## config.mk

```make
export PLATFORM = sky130hd
export DESIGN_NAME = multicycle_control
export DESIGN_NICKNAME = d
export VERILOG_FILES = /design/src/rtl/multicycle_control.sv
export SDC_FILE = /design/constraint.sdc
export NUM_CORES = 1
export LEC_CHECK = 0
export ABC_CLOCK_PERIOD_IN_PS = 1600
export CELL_PAD_IN_SITES_DETAIL_PLACEMENT = 0
export CELL_PAD_IN_SITES_GLOBAL_PLACEMENT = 2
export CORE_ASPECT_RATIO = 1.2
export CORE_MARGIN = 10
export CORE_UTILIZATION = 15
export CTS_BUF_LIST = sky130_fd_sc_hd__clkbuf_4
export DETAILED_ROUTE_END_ITERATION = 16
export MAX_ROUTING_LAYER = met4
export PLACE_DENSITY_LB_ADDON = 0.2
export REMOVE_ABC_BUFFERS = 1
export SLEW_MARGIN = 20
export SYNTH_ARGS = -nofsm -noshare
export SYNTH_HDL_FRONTEND = slang
export SYNTH_SLANG_ARGS = --single-unit
```

## constraint.sdc

```tcl
create_clock -name clk -period 1.6 [get_ports clk]
set_input_delay 0.4 -clock clk [delete_from_list [all_inputs] [get_ports clk]]
set_output_delay 0.4 -clock clk [all_outputs]
set_load 0.01 [all_outputs]
```

## src/rtl/multicycle_control.sv

```systemverilog
// ---------------------------------------------------------------------------
// multicycle_control
//   Moore control FSM for a multicycle RV32 subset datapath (load, store,
//   R-type ALU, I-type ALU, JAL, BEQ/BNE). One state per datapath step;
//   every control output is a function of the current state only, except the
//   memory-handshake strobes, which follow mem_ready, and the branch PC enable,
//   which follows zero_flg.
//
// Parameters
//   ALUCTRL_W : ALUControl width (>= 3), codes zero-extended
//   EN_BNE    : 1 = decode BNE (funct3 001), 0 = treat it as illegal
//   MEM_WAIT  : 1 = memory states wait on mem_ready, 0 = mem_ready ignored
//
// Ports
//   clk, rst_n       : rising-edge clock, asynchronous active-low reset
//   instr[31:0]      : instruction register, stable from DECODE to FETCH
//   zero_flg         : ALU zero result (branch compare)
//   mem_ready        : memory access completes this cycle
//   PCWrite, IRWrite, MemWrite, RegWrite, AdrSrc : datapath strobes/selects
//   ResultSrc, ALUSrcA, ALUSrcB, ImmSrc          : 2-bit mux selects
//   ALUControl       : ALU operation code
//   illegal_instr    : one-cycle pulse on an undecodable instruction
//   state_o[3:0]     : current state encoding (debug)
// ---------------------------------------------------------------------------
module multicycle_control #(
    parameter int ALUCTRL_W = 3,
    parameter bit EN_BNE    = 1'b1,
    parameter bit MEM_WAIT  = 1'b1
) (
    input  logic                 clk,
    input  logic                 rst_n,
    input  logic [31:0]          instr,
    input  logic                 zero_flg,
    input  logic                 mem_ready,
    output logic                 PCWrite,
    output logic                 IRWrite,
    output logic                 MemWrite,
    output logic                 RegWrite,
    output logic                 AdrSrc,
    output logic [1:0]           ResultSrc,
    output logic [1:0]           ALUSrcA,
    output logic [1:0]           ALUSrcB,
    output logic [1:0]           ImmSrc,
    output logic [ALUCTRL_W-1:0] ALUControl,
    output logic                 illegal_instr,
    output logic [3:0]           state_o
);

    typedef enum logic [3:0] {
        S_FETCH    = 4'd0,
        S_DECODE   = 4'd1,
        S_MEMADR   = 4'd2,
        S_MEMREAD  = 4'd3,
        S_MEMWB    = 4'd4,
        S_MEMWRITE = 4'd5,
        S_EXEC_R   = 4'd6,
        S_EXEC_I   = 4'd7,
        S_ALUWB    = 4'd8,
        S_JAL      = 4'd9,
        S_BRANCH   = 4'd10,
        S_ILLEGAL  = 4'd11
    } state_t;

    localparam logic [2:0] ALU_ADD = 3'b000;
    localparam logic [2:0] ALU_SUB = 3'b001;
    localparam logic [2:0] ALU_AND = 3'b010;
    localparam logic [2:0] ALU_OR  = 3'b011;
    localparam logic [2:0] ALU_SLT = 3'b101;

    state_t     state, state_nxt;
    logic [6:0] opcode;
    logic [2:0] funct3;
    logic       funct7_b5;
    logic       ready;

    // Internal (ungated) strobes; the port versions are forced low in reset.
    logic       pc_write, ir_write, mem_write, reg_write, illegal;
    logic [2:0] alu_ctrl;

    // Instruction fields the controller never looks at.
    logic       unused_instr_bits;

    assign opcode    = instr[6:0];
    assign funct3    = instr[14:12];
    assign funct7_b5 = instr[30];
    assign unused_instr_bits = ^{instr[31], instr[29:15], instr[11:7]};

    // With MEM_WAIT = 0 every memory access completes in its first cycle.
    assign ready = mem_ready | ~MEM_WAIT;

    // funct3 values the ALU can execute: add/sub, slt, or, and.
    function automatic logic alu_f3_ok(input logic [2:0] f3);
        return (f3 == 3'b000) || (f3 == 3'b010) || (f3 == 3'b110) || (f3 == 3'b111);
    endfunction

    function automatic logic branch_f3_ok(input logic [2:0] f3);
        return (f3 == 3'b000) || (EN_BNE && (f3 == 3'b001));
    endfunction

    function automatic logic [2:0] alu_decode(input logic [2:0] f3, input logic sub);
        case (f3)
            3'b000:  return sub ? ALU_SUB : ALU_ADD;
            3'b010:  return ALU_SLT;
            3'b110:  return ALU_OR;
            3'b111:  return ALU_AND;
            default: return ALU_ADD;
        endcase
    endfunction

    // NOTE: only the state register is reset; outputs are combinational
    // decodes of it, so reset reaches them without extra flops.
    always_ff @(posedge clk or negedge rst_n) begin
        if (!rst_n) begin
            state <= S_FETCH;
        end else begin
            // NOTE: non-blocking so every flop samples pre-edge values.
            state <= state_nxt;
        end
    end

    always_comb begin
        // NOTE: every output gets a default first so no path can infer a latch.
        state_nxt = state;
        pc_write  = 1'b0;
        ir_write  = 1'b0;
        mem_write = 1'b0;
        reg_write = 1'b0;
        illegal   = 1'b0;
        AdrSrc    = 1'b0;
        ResultSrc = 2'b00;
        ALUSrcA   = 2'b00;
        ALUSrcB   = 2'b00;
        ImmSrc    = 2'b00;
        alu_ctrl  = ALU_ADD;

        case (state)
            S_FETCH: begin
                ALUSrcB   = 2'b10;        // PC + 4
                ResultSrc = 2'b10;
                ir_write  = ready;
                pc_write  = ready;
                if (ready) state_nxt = S_DECODE;
            end
            S_DECODE: begin
                // Precompute the branch/jump target into ALUOut.
                ALUSrcA = 2'b01;
                ALUSrcB = 2'b01;
                ImmSrc  = 2'b10;
                case (opcode)
                    7'b0000011,
                    7'b0100011: state_nxt = S_MEMADR;
                    7'b0110011: state_nxt = alu_f3_ok(funct3) ? S_EXEC_R : S_ILLEGAL;
                    7'b0010011: state_nxt = alu_f3_ok(funct3) ? S_EXEC_I : S_ILLEGAL;
                    7'b1101111: state_nxt = S_JAL;
                    7'b1100011: state_nxt = branch_f3_ok(funct3) ? S_BRANCH : S_ILLEGAL;
                    default:    state_nxt = S_ILLEGAL;
                endcase
            end
            S_MEMADR: begin
                ALUSrcA = 2'b10;
                ALUSrcB = 2'b01;
                // opcode[5] separates store (0100011) from load (0000011).
                ImmSrc    = opcode[5] ? 2'b01 : 2'b00;
                state_nxt = opcode[5] ? S_MEMWRITE : S_MEMREAD;
            end
            S_MEMREAD: begin
                AdrSrc = 1'b1;
                if (ready) state_nxt = S_MEMWB;
            end
            S_MEMWB: begin
                ResultSrc = 2'b01;
                reg_write = 1'b1;
                state_nxt = S_FETCH;
            end
            S_MEMWRITE: begin
                AdrSrc    = 1'b1;
                mem_write = 1'b1;
                if (ready) state_nxt = S_FETCH;
            end
            S_EXEC_R: begin
                ALUSrcA   = 2'b10;
                alu_ctrl  = alu_decode(funct3, funct7_b5);
                state_nxt = S_ALUWB;
            end
            S_EXEC_I: begin
                ALUSrcA   = 2'b10;
                ALUSrcB   = 2'b01;
                // instr[30] is immediate data here, never a sub select.
                alu_ctrl  = alu_decode(funct3, 1'b0);
                state_nxt = S_ALUWB;
            end
            S_ALUWB: begin
                reg_write = 1'b1;
                state_nxt = S_FETCH;
            end
            S_JAL: begin
                // Jump to the target held in ALUOut; ALU forms the link OldPC+4.
                ALUSrcA   = 2'b01;
                ALUSrcB   = 2'b10;
                pc_write  = 1'b1;
                state_nxt = S_ALUWB;
            end
            S_BRANCH: begin
                ALUSrcA   = 2'b10;
                alu_ctrl  = ALU_SUB;
                pc_write  = funct3[0] ? ~zero_flg : zero_flg;
                state_nxt = S_FETCH;
            end
            S_ILLEGAL: begin
                illegal   = 1'b1;
                state_nxt = S_FETCH;
            end
            default: state_nxt = S_FETCH;
        endcase
    end

    // FETCH drives IRWrite/PCWrite from mem_ready, so the strobes are also
    // gated by rst_n to stay low for the whole time reset is held.
    assign PCWrite       = pc_write  & rst_n;
    assign IRWrite       = ir_write  & rst_n;
    assign MemWrite      = mem_write & rst_n;
    assign RegWrite      = reg_write & rst_n;
    assign illegal_instr = illegal   & rst_n;

    assign ALUControl = ALUCTRL_W'(alu_ctrl);
    assign state_o    = state;

endmodule

```

After elaboration in Yosys (flattened, before gate mapping)
Index checks and enable logic that the tools add are counted.
Storage, ports and cells
  logic and storage cells: 71
  flip-flop bits (word level): 4
Cells by class
  eq/ne operators: 24
  mux-type cells: 25
  reduce and logical (&&, ||, !) cells: 15
  bitwise logic cells: 6
Operator list (number)
  4-bit case mux with 6 select lines: 1
  4-bit two-way mux: 5
  4-bit case mux with 5 select lines: 1
  3-bit case mux with 3 select lines: 2
  4-bit by 3-bit equality test with 1-bit output (second input constant): 4
  4-bit equality test (second input constant): 4
  2-bit case mux with 2 select lines: 4
  7-bit by 6-bit equality test with 1-bit output (second input constant): 2
  7-bit equality test (second input constant): 2
  3-bit case mux with 4 select lines: 1
  2-bit OR reduction: 5
  1-bit two-way mux: 9
  4-bit by 2-bit equality test with 1-bit output (second input constant): 2
  7-bit by 2-bit equality test with 1-bit output (second input constant): 1
  7-bit by 5-bit equality test with 1-bit output (second input constant): 1
  3-bit equality test (second input constant): 2
  2-bit inequality test (second input constant): 3
  3-bit OR reduction: 2
  1-bit AND: 5
  4-bit by 1-bit equality test with 1-bit output (second input constant): 1
  4-bit zero test: 1
  1-bit logical OR: 4
  4-bit OR reduction: 1
  3-bit by 1-bit equality test with 1-bit output (second input constant): 1
  other kinds (6): 6

Depth between registers and ports, before layout
  depth in word-level cells: 7
  mapped depth: 6
  mapped depth without buffers: 4

Worst setup path after synthesis
Ideal clock, no wire load.
  kind: register to output
  start point: reg state[0] (netlist: state_o[0])
  end point: out IRWrite
  path buffers: 2
  path slack: -35 ps
  cell stages (with the launch flop): 5
  required time: 1200 ps
  data arrival time: 1235 ps
  cell sequence: dfrtp_1 -> buf_6 -> buf_6 -> nor4_4 -> and3_1
Between the ends
  cells in the longest elaborated chain, start to end: 3
RTL lines
  start, declared: line 70  | state_t state, state_nxt;
  start signal, assigned: line 117  | state <= state_nxt;
  4-bit zero test: line 136  | case (state)
  1-bit two-way mux: line 136
  1-bit AND: line 220  | assign IRWrite = ir_write & rst_n;
  end, declared: line 36  | output logic IRWrite,
Every way passes these cells.

Worst setup path in the final report
  start point: reg state[2] (netlist: state_o[2])
  end point: out IRWrite
The elaborated chain is that of the path after synthesis.

==> qor.yml <==
status: "complete, but fails checks"
violations: "setup timing"
synth_warnings: 0
start_util_pct: 15.8
synthFlopType: "dfrtp_1"
die_h_um: 91.0
layoutNonFillerInstCount: 210
slew_violations: 0
setup_viol_count_final: 15
detail-route-antenna-nets: 0
insertedDiodeCount: 0
p_per_area_nw_per_um2: 1640
fin_crit_sh_pct: 112
synth_xor_area_share_pct: 6.94
synthAdderAreaFrac_pct: 0
tightest_slew_ns: 0.367
hold_viol: 0
pre_cts_slack_ns: -0.738
synth_cell_types: 37
min_path_type: "in2async"
critPathRequiredTime_ns: 1.20
ys_seq_area_share_pct: 15.9
maxCapViolCount: 0
fp.coreArea_um2: 4000
place_area_um2: 1210
final.setup.worst_slack_ns: -0.200
synth_compound_area_share_pct: 19.6
post-route-min-period_ns: 1.80
antenna_found_initial: 0
hpwlAfterDp_um: 2320
syn_inst: 81
crit_type: "reg2out"
critical_path_arrival_ns: 1.40
grt_pass1_vias: 1013
insertion_delay_ns: 0.23
crit_top_cell: "buf_4"
die-area_um2: 7210
syn_area_per_cell_um2: 7.79
drive_above_1_share_pct: 58.3
fin_area_um2: 1410
rows: 25
slowest_delay_ns: 0.44
portBuffers: 35
fmax_mhz: 556
gp_congestion: 0.733
drt_first_pass_iters: 4
dpl.cell_count: 193
cellLeakagePower_uw: 0.000671
cts_buffers: 3
vias: 908
slew_headroom_pct: 75.3
synth_edf_count: 0
clk_pin_slew_ns: 0.04
ys_top_cells_by_count: "8 x nor3_1, 6 x nand2_1, 5 x a21oi_1"
fin_setup_tns_ns: -1.79
cpLargestDelayFamily: "flip-flops"
startpoint_type: "register"
grt_usage_pct: 8.29
cp_cell_sequence: "buf_4, buf_4, nor4_4, and3_1, buf_2"
fp.dieW_um: 79.2
drt_iter0_markers: 17
via_per_inst: 4.32
synth_top_area_share_pct: 15.9
area_growth_pct: 124
grt_first_pass_wirelength_um: 4750
grt_max_degree: 8
n_fill_cell: 468
slowest_stage: "dfrtp_2"
yosys.area_share.simple_pct: 44.4
drt-total-wl_um: 2800
largest_register_ff_count: 4
cts_sinks: 4
cp-end-kind: "primary output"
grt_overflow: 0
synth_seq_cells: 4
synth_area_leader_cell: "dfrtp_1"
cts_tree: "built"
synth_top_family_by_area: "simple AND/OR/NAND/NOR gates"
timing.critical_path.buf_inv: 3
htree_levels: 1
mappedNetlistArea_um2: 631
cts.path.max_buffers: 2
clock_skew_ns: 0.00238
final_nets: 194
async_flop_share_pct: 100
drc: 0
ir_worst_vdd_uv: 374
rsz0062_at_grt: "true"
yosysMostFrequentCell: "nor3_1"
synthMuxAreaShare_pct: 1.59
io_pins: 57
cts-root-buf: "clkbuf_4"
wl_per_cell_um: 13.3
cp_max_fo: 5
synth.top_cells.by_area: "dfrtp_1 16%, nor3_1 6.3%, buf_6 5.4%, xor2_1 4.2%, a21oi_1 4.0%"
==> timing repair <==
action | CTS | global route
hold buffers | 0 | 0
buffers inserted | 11 | 3
endpoints found under the setup margin | 21 | 17
hold endpoints to repair | 0 | 0
gates resized for setup | 111 | 17
pin swaps | 13 | 12
==> final cells by class <==
cell class | instances | area, µm² | share of cell area (%)
inverter | 3 | 13.8 | 0.975
clock buffer | 3 | 22.5 | 1.60
multi-input combinational | 67 | 558 | 39.5
timing repair buffer | 79 | 646 | 45.7
sequential | 4 | 104 | 7.36
tap | 54 | 67.6 | 4.79
==> per-layer routing <==
| metal | vias up | routed length, µm | share of wire, % | global-route usage (%) |
|---|---|---|---|---|
| met5 | - | 0 | 0 | - |
| met4 | 0 | 49 | 1.7 | 4.19 |
| met3 | 4 | 87 | 3.1 | 0.789 |
| met2 | 30 | 1510 | 54 | 14.6 |
| met1 | 422 | 1160 | 41 | 8.87 |
| li1 | 452 | - | - | - |
==> stage by stage <==
stage	hold WS [ns]	total power, µW	utilization, %
2_1_floorplan	0.104	875	-
3_3_place_gp	0.724	1830	30.3
3_5_place_dp	0.701	1840	30.3
4_1_cts	0.372	2190	32.8
5_1_grt	0.392	2520	35.3
6_report	0.369	2310	35.3
==> path summary, 6_finish.rpt <==
kind                            start          to  slack [ns]  cells past startpoint
max                        state_o[2]     IRWrite       -0.20                      5
min                             rst_n  state_o[3]        0.37                      2
max reg2reg                state_o[0]  state_o[2]        0.17                      7
min reg2reg                state_o[3]  state_o[1]        0.67                      2
max in group asynchronous       rst_n  state_o[0]        1.12                      2
min in group clk           state_o[3]  state_o[1]        0.67                      2
==> worst register-to-register path: cells and delay by family, from the launching register on <==
kind	cells	cell delay [ns]
DFF	1	0.44
buffers and inverters	3	0.40
and+or+nand+nor	2	0.28
AOI/OAI and AO/OA	2	0.20
==> placed cells by master (no fill, tap or decap), drive strengths merged, types with 2 or more instances in the layout <==
| master | netlist | final |
|---|---|---|
| a21oi | 5 | 5 |
| and3 | 4 | 4 |
| and3b | 2 | 2 |
| buf | 7 | 63 |
| clkbuf | 0 | 3 |
| clkdlybuf4s50 | 0 | 8 |
| dfrtp | 4 | 4 |
| dlygate4sd2 | 0 | 7 |
| inv | 3 | 3 |
| nand2 | 6 | 6 |
| nand2b | 2 | 2 |
| nand3 | 3 | 3 |
| nor2 | 4 | 4 |
| nor2b | 4 | 4 |
| nor3 | 8 | 8 |
| nor3b | 3 | 3 |
| nor4 | 3 | 3 |
| o21ai | 4 | 4 |
| xnor2 | 2 | 2 |
| xor2 | 3 | 3 |
==> power by group <==
part / internal, µW / total (µW) / switching (µW) / leakage (µW)
Sequential: 153 / 224 / 70.9 / 0.0000469
Combinational: 1100 / 1960 / 861 / 0.000611
Clock: 83.8 / 124 / 40.3 / 0.0000138
Total: 1340 / 2310 / 972 / 0.000671
==> kinds of logic after synthesis <==
group                     Yosys count
muxes                               1
AOI/OAI and AO/OA                  18
and+or+nand+nor                    43
xor gates and xnor gates            5
DFF                                 4
buffers and inverters              10
(Power assumes the default switching activity.)
